[src/rtl/wt_fetch1.sv]
// wt_fetch1: layer-1 weight fetch sequencer for the dual-port 144-bit weight ROM.
// Walks a contiguous word range (wrapping at DEPTH) two words per cycle, absorbs
// the 1-cycle ROM latency and streams kernel pairs out through a small FIFO.
// Ports:
//   clk, rst_n                 clock, asynchronous active-low reset
//   start, base_addr, num_words request pulse, first word, word count (sampled in IDLE)
//   busy, done                 request active, one-cycle completion pulse
//   addr_a, addr_b             registered ROM port addresses (even / odd word)
//   q_a, q_b                   ROM read data, valid one cycle after the address edge
//   out_valid, out_ready       output handshake
//   out_kernel_a, out_kernel_b head beat kernels (word n, word n+1)
//   out_lane_b                 out_kernel_b meaningful (0 only on last beat of an odd count)
module wt_fetch1 #(
    parameter int ADDR_WIDTH = 7,
    parameter int DATA_WIDTH = 144,
    parameter int DEPTH      = 76,
    parameter int FIFO_DEPTH = 4
) (
    input  logic                  clk,
    input  logic                  rst_n,
    input  logic                  start,
    input  logic [ADDR_WIDTH-1:0] base_addr,
    input  logic [ADDR_WIDTH-1:0] num_words,
    output logic                  busy,
    output logic                  done,
    output logic [ADDR_WIDTH-1:0] addr_a,
    output logic [ADDR_WIDTH-1:0] addr_b,
    input  logic [DATA_WIDTH-1:0] q_a,
    input  logic [DATA_WIDTH-1:0] q_b,
    output logic                  out_valid,
    input  logic                  out_ready,
    output logic [DATA_WIDTH-1:0] out_kernel_a,
    output logic [DATA_WIDTH-1:0] out_kernel_b,
    output logic                  out_lane_b
);
    localparam int PW = (FIFO_DEPTH > 1) ? $clog2(FIFO_DEPTH) : 1;
    localparam int CW = $clog2(FIFO_DEPTH + 1);
    localparam logic [ADDR_WIDTH:0] DEPTH_W = (ADDR_WIDTH+1)'(DEPTH);

    typedef enum logic [1:0] {S_IDLE, S_FETCH, S_DRAIN, S_DONE} state_t;

    state_t                state, state_nx;
    logic [ADDR_WIDTH-1:0] cur, pairs_left;
    logic                  odd;
    logic [1:0]            tag_v, tag_lane;
    logic [1:0]            inflight;
    logic [CW:0]           used;
    logic                  issue, last, last_odd, push, pop;
    logic [DATA_WIDTH-1:0] mem_a [FIFO_DEPTH];
    logic [DATA_WIDTH-1:0] mem_b [FIFO_DEPTH];
    logic                  mem_l [FIFO_DEPTH];
    logic [PW-1:0]         rd_ptr, wr_ptr;
    logic [CW-1:0]         fifo_count;

    // Addresses are summed one bit wider so the wrap compare sees the carry.
    function automatic logic [ADDR_WIDTH-1:0] wrap(input logic [ADDR_WIDTH:0] v);
        return (v >= DEPTH_W) ? ADDR_WIDTH'(v - DEPTH_W) : v[ADDR_WIDTH-1:0];
    endfunction

    function automatic logic [PW-1:0] inc(input logic [PW-1:0] p);
        return (p == PW'(FIFO_DEPTH - 1)) ? '0 : p + 1'b1;
    endfunction

    assign inflight = 2'(tag_v[0]) + 2'(tag_v[1]);
    assign used     = {1'b0, fifo_count} + (CW+1)'(inflight);
    // Counting in-flight reads against the FIFO budget guarantees every capture has a free slot.
    assign issue    = (state == S_FETCH) && (pairs_left != '0) && (used < (CW+1)'(FIFO_DEPTH));
    assign last     = pairs_left == ADDR_WIDTH'(1);
    assign last_odd = last && odd;
    assign push     = tag_v[1];
    assign out_valid = fifo_count != '0;
    assign pop      = out_valid && out_ready;
    assign busy     = (state == S_FETCH) || (state == S_DRAIN);
    assign done     = state == S_DONE;
    assign out_kernel_a = mem_a[rd_ptr];
    assign out_kernel_b = mem_b[rd_ptr];
    assign out_lane_b   = mem_l[rd_ptr];

    always_ff @(posedge clk or negedge rst_n) begin
        if (!rst_n) state <= S_IDLE;
        else        state <= state_nx;
    end

    // DRAIN leaves on the cycle of the final pop so done lands right after the last beat.
    always_comb begin
        state_nx = state;
        unique case (state)
            S_IDLE:  state_nx = !start ? S_IDLE : (num_words == '0) ? S_DONE : S_FETCH;
            S_FETCH: state_nx = (issue && last) ? S_DRAIN : S_FETCH;
            S_DRAIN: state_nx = (inflight == 2'd0 && (fifo_count == '0 || (fifo_count == CW'(1) && pop))) ? S_DONE : S_DRAIN;
            S_DONE:  state_nx = S_IDLE;
        endcase
    end

    always_ff @(posedge clk or negedge rst_n) begin
        if (!rst_n) begin
            cur        <= '0;
            pairs_left <= '0;
            odd        <= 1'b0;
            addr_a     <= '0;
            addr_b     <= '0;
            tag_v      <= '0;
            tag_lane   <= '0;
        end else begin
            if (state == S_IDLE && start) begin
                cur        <= base_addr;
                pairs_left <= ADDR_WIDTH'(({1'b0, num_words} + 1'b1) >> 1);
                odd        <= num_words[0];
            end
            tag_v    <= {tag_v[0], issue};
            tag_lane <= {tag_lane[0], !last_odd};
            if (issue) begin
                addr_a     <= cur;
                addr_b     <= last_odd ? cur : wrap({1'b0, cur} + 1'b1);
                cur        <= wrap({1'b0, cur} + 2'd2);
                pairs_left <= pairs_left - 1'b1;
            end
        end
    end

    always_ff @(posedge clk or negedge rst_n) begin
        if (!rst_n) begin
            rd_ptr     <= '0;
            wr_ptr     <= '0;
            fifo_count <= '0;
            for (int i = 0; i < FIFO_DEPTH; i++) begin
                mem_a[i] <= '0;
                mem_b[i] <= '0;
                mem_l[i] <= 1'b0;
            end
        end else begin
            if (push) begin
                mem_a[wr_ptr] <= q_a;
                mem_b[wr_ptr] <= q_b;
                mem_l[wr_ptr] <= tag_lane[1];
                wr_ptr        <= inc(wr_ptr);
            end
            if (pop) rd_ptr <= inc(rd_ptr);
            fifo_count <= fifo_count + CW'(push) - CW'(pop);
        end
    end
endmodule

[config.mk]
export PLATFORM = sky130hd
export DESIGN_NAME = wt_fetch1
export DESIGN_NICKNAME = d
export VERILOG_FILES = /design/src/rtl/wt_fetch1.sv
export SDC_FILE = /design/constraint.sdc
export NUM_CORES = 1
export LEC_CHECK = 0
export ABC_AREA = 1
export ABC_CLOCK_PERIOD_IN_PS = 2380
export CAP_MARGIN = 20
export CELL_PAD_IN_SITES_DETAIL_PLACEMENT = 1
export CELL_PAD_IN_SITES_GLOBAL_PLACEMENT = 1
export CORE_MARGIN = 8
export CORE_UTILIZATION = 42
export CTS_CLUSTER_SIZE = 24
export DETAILED_ROUTE_END_ITERATION = 8
export PLACE_DENSITY_LB_ADDON = 0.1
export SYNTH_ARGS = -nofsm -noshare
export SYNTH_HDL_FRONTEND = slang
export SYNTH_SLANG_ARGS = --single-unit
[constraint.sdc]
create_clock -name clk -period 2.38 [get_ports clk]
set_input_delay 0.476 -clock clk [delete_from_list [all_inputs] [get_ports clk]]
set_output_delay 0.476 -clock clk [all_outputs]
set_load 0.03 [all_outputs]
Yosys cells after proc, flatten, opt, wreduce, memory -nomap -nowiden
Index checks and enable logic that the tools add are counted.
Widths: inputs -> output; s select.
- muxes and demuxes: 30
- reductions and logical operators: 19
- $lt $le $gt $ge: 6
- eq/ne operators: 7
- bitwise operators: 2
- add/subtract/negate cells: 12
- operators by type and width (kind ; number):
    $bwmux 576 ; 2
    $mux 144 ; 5
    $bmux 144 s2 ; 2
    $demux 144 s2 ; 1
    $mux 7 ; 7
    $add 7x1->8 const B ; 2
    $ge 8x7->1 const B ; 2
    $sub 7x7->7 const B ; 2
    $mux 2 ; 5
    $logic_and 1x1->1 ; 9
    $add 7x2->8 const B ; 1
    $eq 2x2->1 const B ; 4
    $pmux 2 s4 ; 1
    $eq 7x1->1 const B ; 1
    $logic_not 7->1 ; 1
    $reduce_bool 7->1 ; 1
    $sub 7x1->7 const B ; 1
    $ge 3x3->1 const B ; 2
    $not 2->3 ; 2
    $add 2x1->2 const B ; 2
    $add 3x2->4 ; 1
    $bwmux 4 ; 1
    $logic_not 2->1 ; 2
    $lt 4x3->1 const B ; 1
    14 further kinds ; 18
- logic and storage cells: 99
- register bits after elaboration: 1198
- input port bits: 306
- output and inout port bits: 306

Logic depth before layout (Yosys ltp)
Gate-level depths: netlist (run 1).
- depth in word-level cells: 7
- gate-level depth with buffers: 14
- depth with buffers taken out: 14

Worst setup path before layout (run 1)
Ideal clock, no wire load.
- path type: register to output
- start: reg rd_ptr[0]
- end: out out_kernel_a[0]
- arrival time: 1.640 ns
- data required time: 1.904 ns
- buffers on the path: 4
- setup slack: 0.264 ns
- stages on the path, launching flop included: 8
- cell sequence: dfrtp_1 > buf_4 > inv_2 > buf_4 > buf_2 > buf_2 > nor2_1 > o22ai_1
- word-level cells in the longest chain between the ends: 4
- ends and longest elaborated chain (element ; RTL line ; text):
    start: declaration ; 52 ; logic [PW-1:0] rd_ptr, wr_ptr;
    start signal: assignment ; 138 ; if (pop) rd_ptr <= inc(rd_ptr);
    $not 2->3 (implied by the code) ; 75 ; assign out_kernel_a = mem_a[rd_ptr];
    $bmux 144 s2 ; 75 ;
    $mux 144 (implied by the code) (2 in a row) ; 75 ;
    end: declaration ; 32 ; output logic [DATA_WIDTH-1:0] out_kernel_a,
Every way passes these cells. The select of a mux whose other input is x is not followed.

Worst setup path after layout (run 1)
- start: reg rd_ptr[0]
- end: out out_kernel_a[42]
Same word-level chain as after synthesis.

==> results.yml, run 1 <==
clock_network:
  clk_latency_ps: 740
  htree_levels: 4
  cts_buffers: 137
  cts_tree: "built"
  root_buffer: "clkbuf_16"
  path_clk_slew_ps: 60
  clk_path_buf_depth: 3
  cts.sinks: 1198
detailed_routing:
  drt_wl_total_mm: 190
  wl_per_cell_um: 22.6
  drtPass1Iterations: 5
  drtIter0Drc: 3362
  vias_per_cell: 5.49
  ant_nets: 0
  vias: 46000
  route.detailed.drc: 0
logic_synthesis:
  netlist_area_mm2: 0.0517
  ys_ff_latch: 1198
  netlist-cell-type-count: 40
  synth-main-ff-cell: "dfrtp_1"
  ys_warn_count: 0
  synth_edf_count: 0
  syn_avg_cell_area_um2: 8.62
  syn_nets: 6336
  yosysSeqAreaShare_pct: 57.9
  synthCells: 6004
  synthArstFlopShare_pct: 100
timing:
  slew_viol_final: 0
  finalSetupViolCount: 292
  setup_slack_ps: -544
  finalCriticalPeriod_ps: 2920
  hold_viol_final: 0
  min_period_over_period_pct: 123
  fmax_ghz: 0.342
  rsz0062_at_grt: "true"
  finClkSkew_ps: 12.5
  maxSlewHeadroom_pct: 58.3
  worst_pin_slew_ps: 626
grt:
  grt_max_degree: 107
  grt_usage_pct: 25.5
  overflow: 0
  antenna_found_initial: 15
  grt_pass1_vias: 47800
  grt_pass1_wl_mm: 278
placement:
  detailed_place_hpwl_mm: 114
  place_area_mm2: 0.0608
  place.gp.congestion: 0.792
  port_buffers: 611
setup_path:
  arrival_ps: 2450
  worst_path_largest_cell_delay_ps: 530
  critPathBufInv: 6
  crit_chain: "inv_12 -> buf_12 -> buf_12 -> clkbuf_16 -> nor2_1 -> o22ai_1 -> buf_4 -> buf_4"
  start_kind: "flop"
  crit_type: "reg -> out"
  end_kind: "output pin"
  cpMaxStageDelayCell: "dfrtp_4"
  cp_top_family: "buffers and inverters"
  required_ps: 1900
  crit_fanout: 21
flow_run:
  maxCapViolations: 0
finish:
  fill_cells: 13800
  final_area_mm2: 0.0686
  nNetsFinal: 6983
  layout_commonest_cell: "o21ai_0"
  drive_gt1_share_pct: 15.2
  mostFrequentLayoutCells: "o21ai_0, nand2_1, dfrtp_1"
  area_growth_pct: 32.6
floorplan:
  placement_rows: 128
  die-area_mm2: 0.135
  fp.dieW_um: 367
  ios: 612
  core-area_mm2: 0.122
  die_y_um: 367
  initial_utilization_pct: 42.4
worst_hold_path:
  hp-class: "in -> async"
power_and_ir_drop:
  leakage_uw: 0.0327
  irDropWorstVdd_mv: 1.35
  powerDensity_mw_per_mm2: 1780
  p_total_uw: 122000
run_status:
  status: "complete, but fails checks"
  violations: "negative setup slack"
==> cell families after synthesis <==
| family | after synthesis | share of synthesized area (%) |
|---|---|---|
| flops | 1198 | 57.9 |
| fa+ha+maj | 26 | 0.643 |
| simple gates | 1903 | 14.2 |
| xor+xnor | 12 | 0.239 |
| compound gates | 2072 | 20.8 |
| buf+inv | 793 | 6.21 |
==> routing by layer <==
metal	global-route usage, %	vias up	wire (µm)
li1	-	21300	-
met1	34.2	23300	82700
met2	41.2	1114	90500
met3	4.65	302	10000
met4	9.42	6	6430
met5	0	-	41
==> Yosys cell counts, drive strengths merged (9+ instances only) <==
library cell	instances	share of area, %
nor2	601	4.4
o22ai	290	3.5
dfrtp	1198	58
inv	337	2.4
buf	171	1.7
nand2	1264	9.3
clkbuf	283	2.1
ha	25	0.60
o21ai	1760	17
xor2	9	0.19
a21oi	13	0.13
nand4	11	0.16
nand3	25	0.28
==> area by class of cell <==
type,instances,area (µm²),share of cell area (%)
diodes,10,25.0,0.0365
clock buffers,210,4130,6.02
clock inverters,28,275,0.401
inverters,339,1310,1.91
multi-input cells,4013,19300,28.2
flip-flops and latches,1198,30000,43.7
well taps,1625,2030,2.96
repair buffers,959,11500,16.7
repair inverters,3,61.3,0.0894
==> worst paths after layout <==
path	from	end	slack, ps	depth (start not counted)
worst max-delay path	rd_ptr[0]	out_kernel_a[42]	-540	8
worst min-delay path	rst_n	mem_b[374]	260	2
min in group clk	base_addr[0]	cur[0]	330	3
max in group asynchronous	rst_n	mem_b[367]	1150	4
worst max register to register	tag_v[1]	pairs_left[3]	270	10
worst min register to register	tag_lane[0]	tag_lane[1]	380	0
==> registers in the layout, summed over array words and instances, names as in the netlist <==
| register | cells |
|---|---|
| addr_a | 7 |
| state | 2 |
| tag_v | 2 |
| pairs_left | 7 |
| mem_a | 576 |
| odd | 1 |
| rd_ptr | 2 |
| fifo_count | 3 |
| cur | 7 |
| wr_ptr | 2 |
| mem_b | 576 |
| mem_l | 4 |
| addr_b | 7 |
| tag_lane | 2 |
==> per-stage QoR <==
step                hold WS (ps)  util (%)  setup slack [ps]  TNS, ps  instances
global route                 249      56.2              -610  -151100       8380
finish                       257      56.2              -544  -126750       8385
global placement             370      49.8              52.5        0       8030
detailed placement           375      49.8              79.8        0       8030
CTS                          221      54.0              -614  -148730       8276
floorplan                    180         -               264        0       6004
==> power by group <==
part           internal (µW)  total, µW  switching, µW  leakage (µW)
logic                  25600      64600          39000        0.0161
clock network          12200      20800           8570       0.00218
registers              30700      36500           5760        0.0144
total                  68600     122000          53300        0.0327
==> what timing repair did <==
item	in CTS	in global routing
endpoints found under the hold margin	67	0
setup buffers	2	41
cloned	5	62
hold buffers	1	0
gates resized for setup	129	366
endpoints found under the setup margin	292	292
pin swaps	11	50
(Power assumes the default switching activity.)
==> inputs of run 2 (changes only) <==
--- a/config.mk
+++ b/config.mk
@@ -6,12 +6,12 @@
 export NUM_CORES = 1
 export LEC_CHECK = 0
 export ABC_AREA = 1
-export ABC_CLOCK_PERIOD_IN_PS = 2380
-export CAP_MARGIN = 20
-export CELL_PAD_IN_SITES_DETAIL_PLACEMENT = 1
-export CELL_PAD_IN_SITES_GLOBAL_PLACEMENT = 1
+export ABC_CLOCK_PERIOD_IN_PS = 2600
+export CAP_MARGIN = 10
+export CELL_PAD_IN_SITES_DETAIL_PLACEMENT = 0
+export CELL_PAD_IN_SITES_GLOBAL_PLACEMENT = 2
 export CORE_MARGIN = 8
-export CORE_UTILIZATION = 42
+export CORE_UTILIZATION = 31
 export CTS_CLUSTER_SIZE = 24
 export DETAILED_ROUTE_END_ITERATION = 8
 export PLACE_DENSITY_LB_ADDON = 0.1
==> constraint.sdc (replaced) <==
create_clock -name clk -period 2.6 [get_ports clk]
set_input_delay 0.52 -clock clk [delete_from_list [all_inputs] [get_ports clk]]
set_output_delay 0.52 -clock clk [all_outputs]
set_load 0.03 [all_outputs]
==> results.yml, run 2 (same netlist as run 1, synthesis figures left out) <==
detailed_routing:
  vias: 44100
  wl_met1_mm: 87.1
  wl_per_cell_um: 21.8
  route.detailed.drc: 0
  ant_nets: 0
  met3_length_mm: 7.52
  drt_wl_total_mm: 196
  drtPass1Iterations: 7
  vias_per_cell: 4.90
  drtIter0Drc: 3305
  wl_met2_mm: 95.5
  top_layer: "met5"
finish:
  drive_gt1_share_pct: 16.7
  layout_commonest_cell: "o21ai_0"
  mostFrequentLayoutCells: "o21ai_0, nand2_1, dfrtp_1"
  area_growth_pct: 37.0
  reg.largest.list: "mem_a (576), mem_b (576)"
  nNetsFinal: 7030
  fin_cells: 9015
clock_network:
  htree_levels: 4
  path_clk_slew_ps: 60
  clk_latency_ps: 770
  cts.sinks: 1198
  cts_tree: "built"
  cts_buffers: 146
  root_buffer: "clkbuf_16"
  clk_path_buf_depth: 3
floorplan:
  fp.dieW_um: 425
  die-area_mm2: 0.180
  placement_rows: 150
  die_y_um: 425
  ios: 612
  initial_utilization_pct: 31.1
  core-area_mm2: 0.166
setup_path:
  critPathBufInv: 7
  crit_path_start: "rd_ptr[0]"
  crit_fanout: 12
  crit_chain: "buf_12 -> inv_16 -> buf_12 -> buf_16 -> buf_4 -> nor2_1 -> o22ai_1 -> buf_4 -> buf_12"
  cpMaxStageDelayCell: "dfrtp_4"
  end_kind: "output pin"
  arrival_ps: 2520
  cp_top_family: "buffers and inverters"
  start_kind: "flop"
  rrSetupSlack_ps: 420
  required_ps: 2080
  worst_path_largest_cell_delay_ps: 480
  crit_top_cell: "buf_12"
  crit_type: "reg -> out"
  r2r_start: "tag_v[1]"
power_and_ir_drop:
  irDropWorstVdd_mv: 1.04
  leakage_uw: 0.0333
  powerDensity_mw_per_mm2: 1620
  p_total_uw: 115000
timing:
  worst_pin_slew_ps: 729
  min_period_over_period_pct: 117
  slew_viol_final: 0
  hold_ws_ps: 313
  fin_tns_setup_ps: -93230
  fmax_ghz: 0.329
  rsz0062_at_grt: "true"
  finalSetupViolCount: 290
  finClkSkew_ps: 19.0
  finalCriticalPeriod_ps: 3040
  maxSlewHeadroom_pct: 51.4
  hold_viol_final: 0
  setup_slack_ps: -441
placement:
  place.gp.congestion: 0.756
  detailed_place_hpwl_mm: 119
  port_buffers: 611
  place_inst: 8643
  dp_worst_setup_slack_ps: 105
run_status:
  violations: "negative setup slack"
  status: "complete, but fails checks"
grt:
  grt_max_degree: 155
  antenna_found_initial: 13
  grt_pass1_wl_mm: 288
  overflow: 0
  grt_pass1_vias: 44000
  grt_usage_pct: 20.5
flow_run:
  maxCapViolations: 0
worst_hold_path:
  hp-class: "in -> async"
run 2: cell types whose count changed in the layout (fill, tap and decap cells not counted), moves of 8 or more:
cell / change
nor2_1: -22
o22ai_2: +27
nor2_4: +24
buf_16: +9
buf_12: +30
buf_8: +9
clkbuf_16: -11
buf_6: +29
o22ai_1: -32
o21ai_1: -56
clkbuf_8: +8
buf_4: -24
o21ai_0: +54
run 2: timing repair:
item / CTS / global route
setup endpoints to repair: 290 / 291
endpoints found under the hold margin: 27 / 0
pin swaps: 58 / 71
setup buffers: 34 / 25
gates cloned: 27 / 32
hold buffers: 1 / 0
gates resized for setup: 213 / 375
run 2: layout make-up:
class	count	area [µm²]
inverter	339	1320
tap	2204	2760
multi-input combinational	4013	19800
clock buffer	226	4440
sequential	1198	30000
timing repair buffer	996	12200
clock inverter	30	312
timing repair inverter	4	75.1
fill	16700	95600
antenna	5	12.5
run 2: power by group:
group          internal, µW  switching [µW]
Combinational         25600           35900
Clock                 12000            8290
Sequential            28100            5130
Total                 65700           49300
run 2: path summary, 6_finish.rpt:
path                       cells past startpoint          endpoint
max                                            9  out_kernel_b[55]
min                                            2        mem_b[245]
max reg2reg                                    8            cur[5]
min reg2reg                                    0       tag_lane[1]
max in group asynchronous                      3        mem_b[288]
min in group clk                               3            cur[0]
run 2: through the flow:
stage	utilization, %	area (µm²)
6_report	42.6	70900
5_1_grt	42.6	70900
4_1_cts	41.4	68900
3_5_place_dp	37.3	62000
3_3_place_gp	37.3	62000
2_1_floorplan	-	51700
run 2: metal layers:
| layer | up-vias | track usage, % |
|---|---|---|
| met2 | 908 | 34.8 |
| met4 | 6 | 6.47 |
| met1 | 21600 | 26.7 |
| li1 | 21400 | - |
| met3 | 262 | 3.41 |
| met5 | - | 0 |
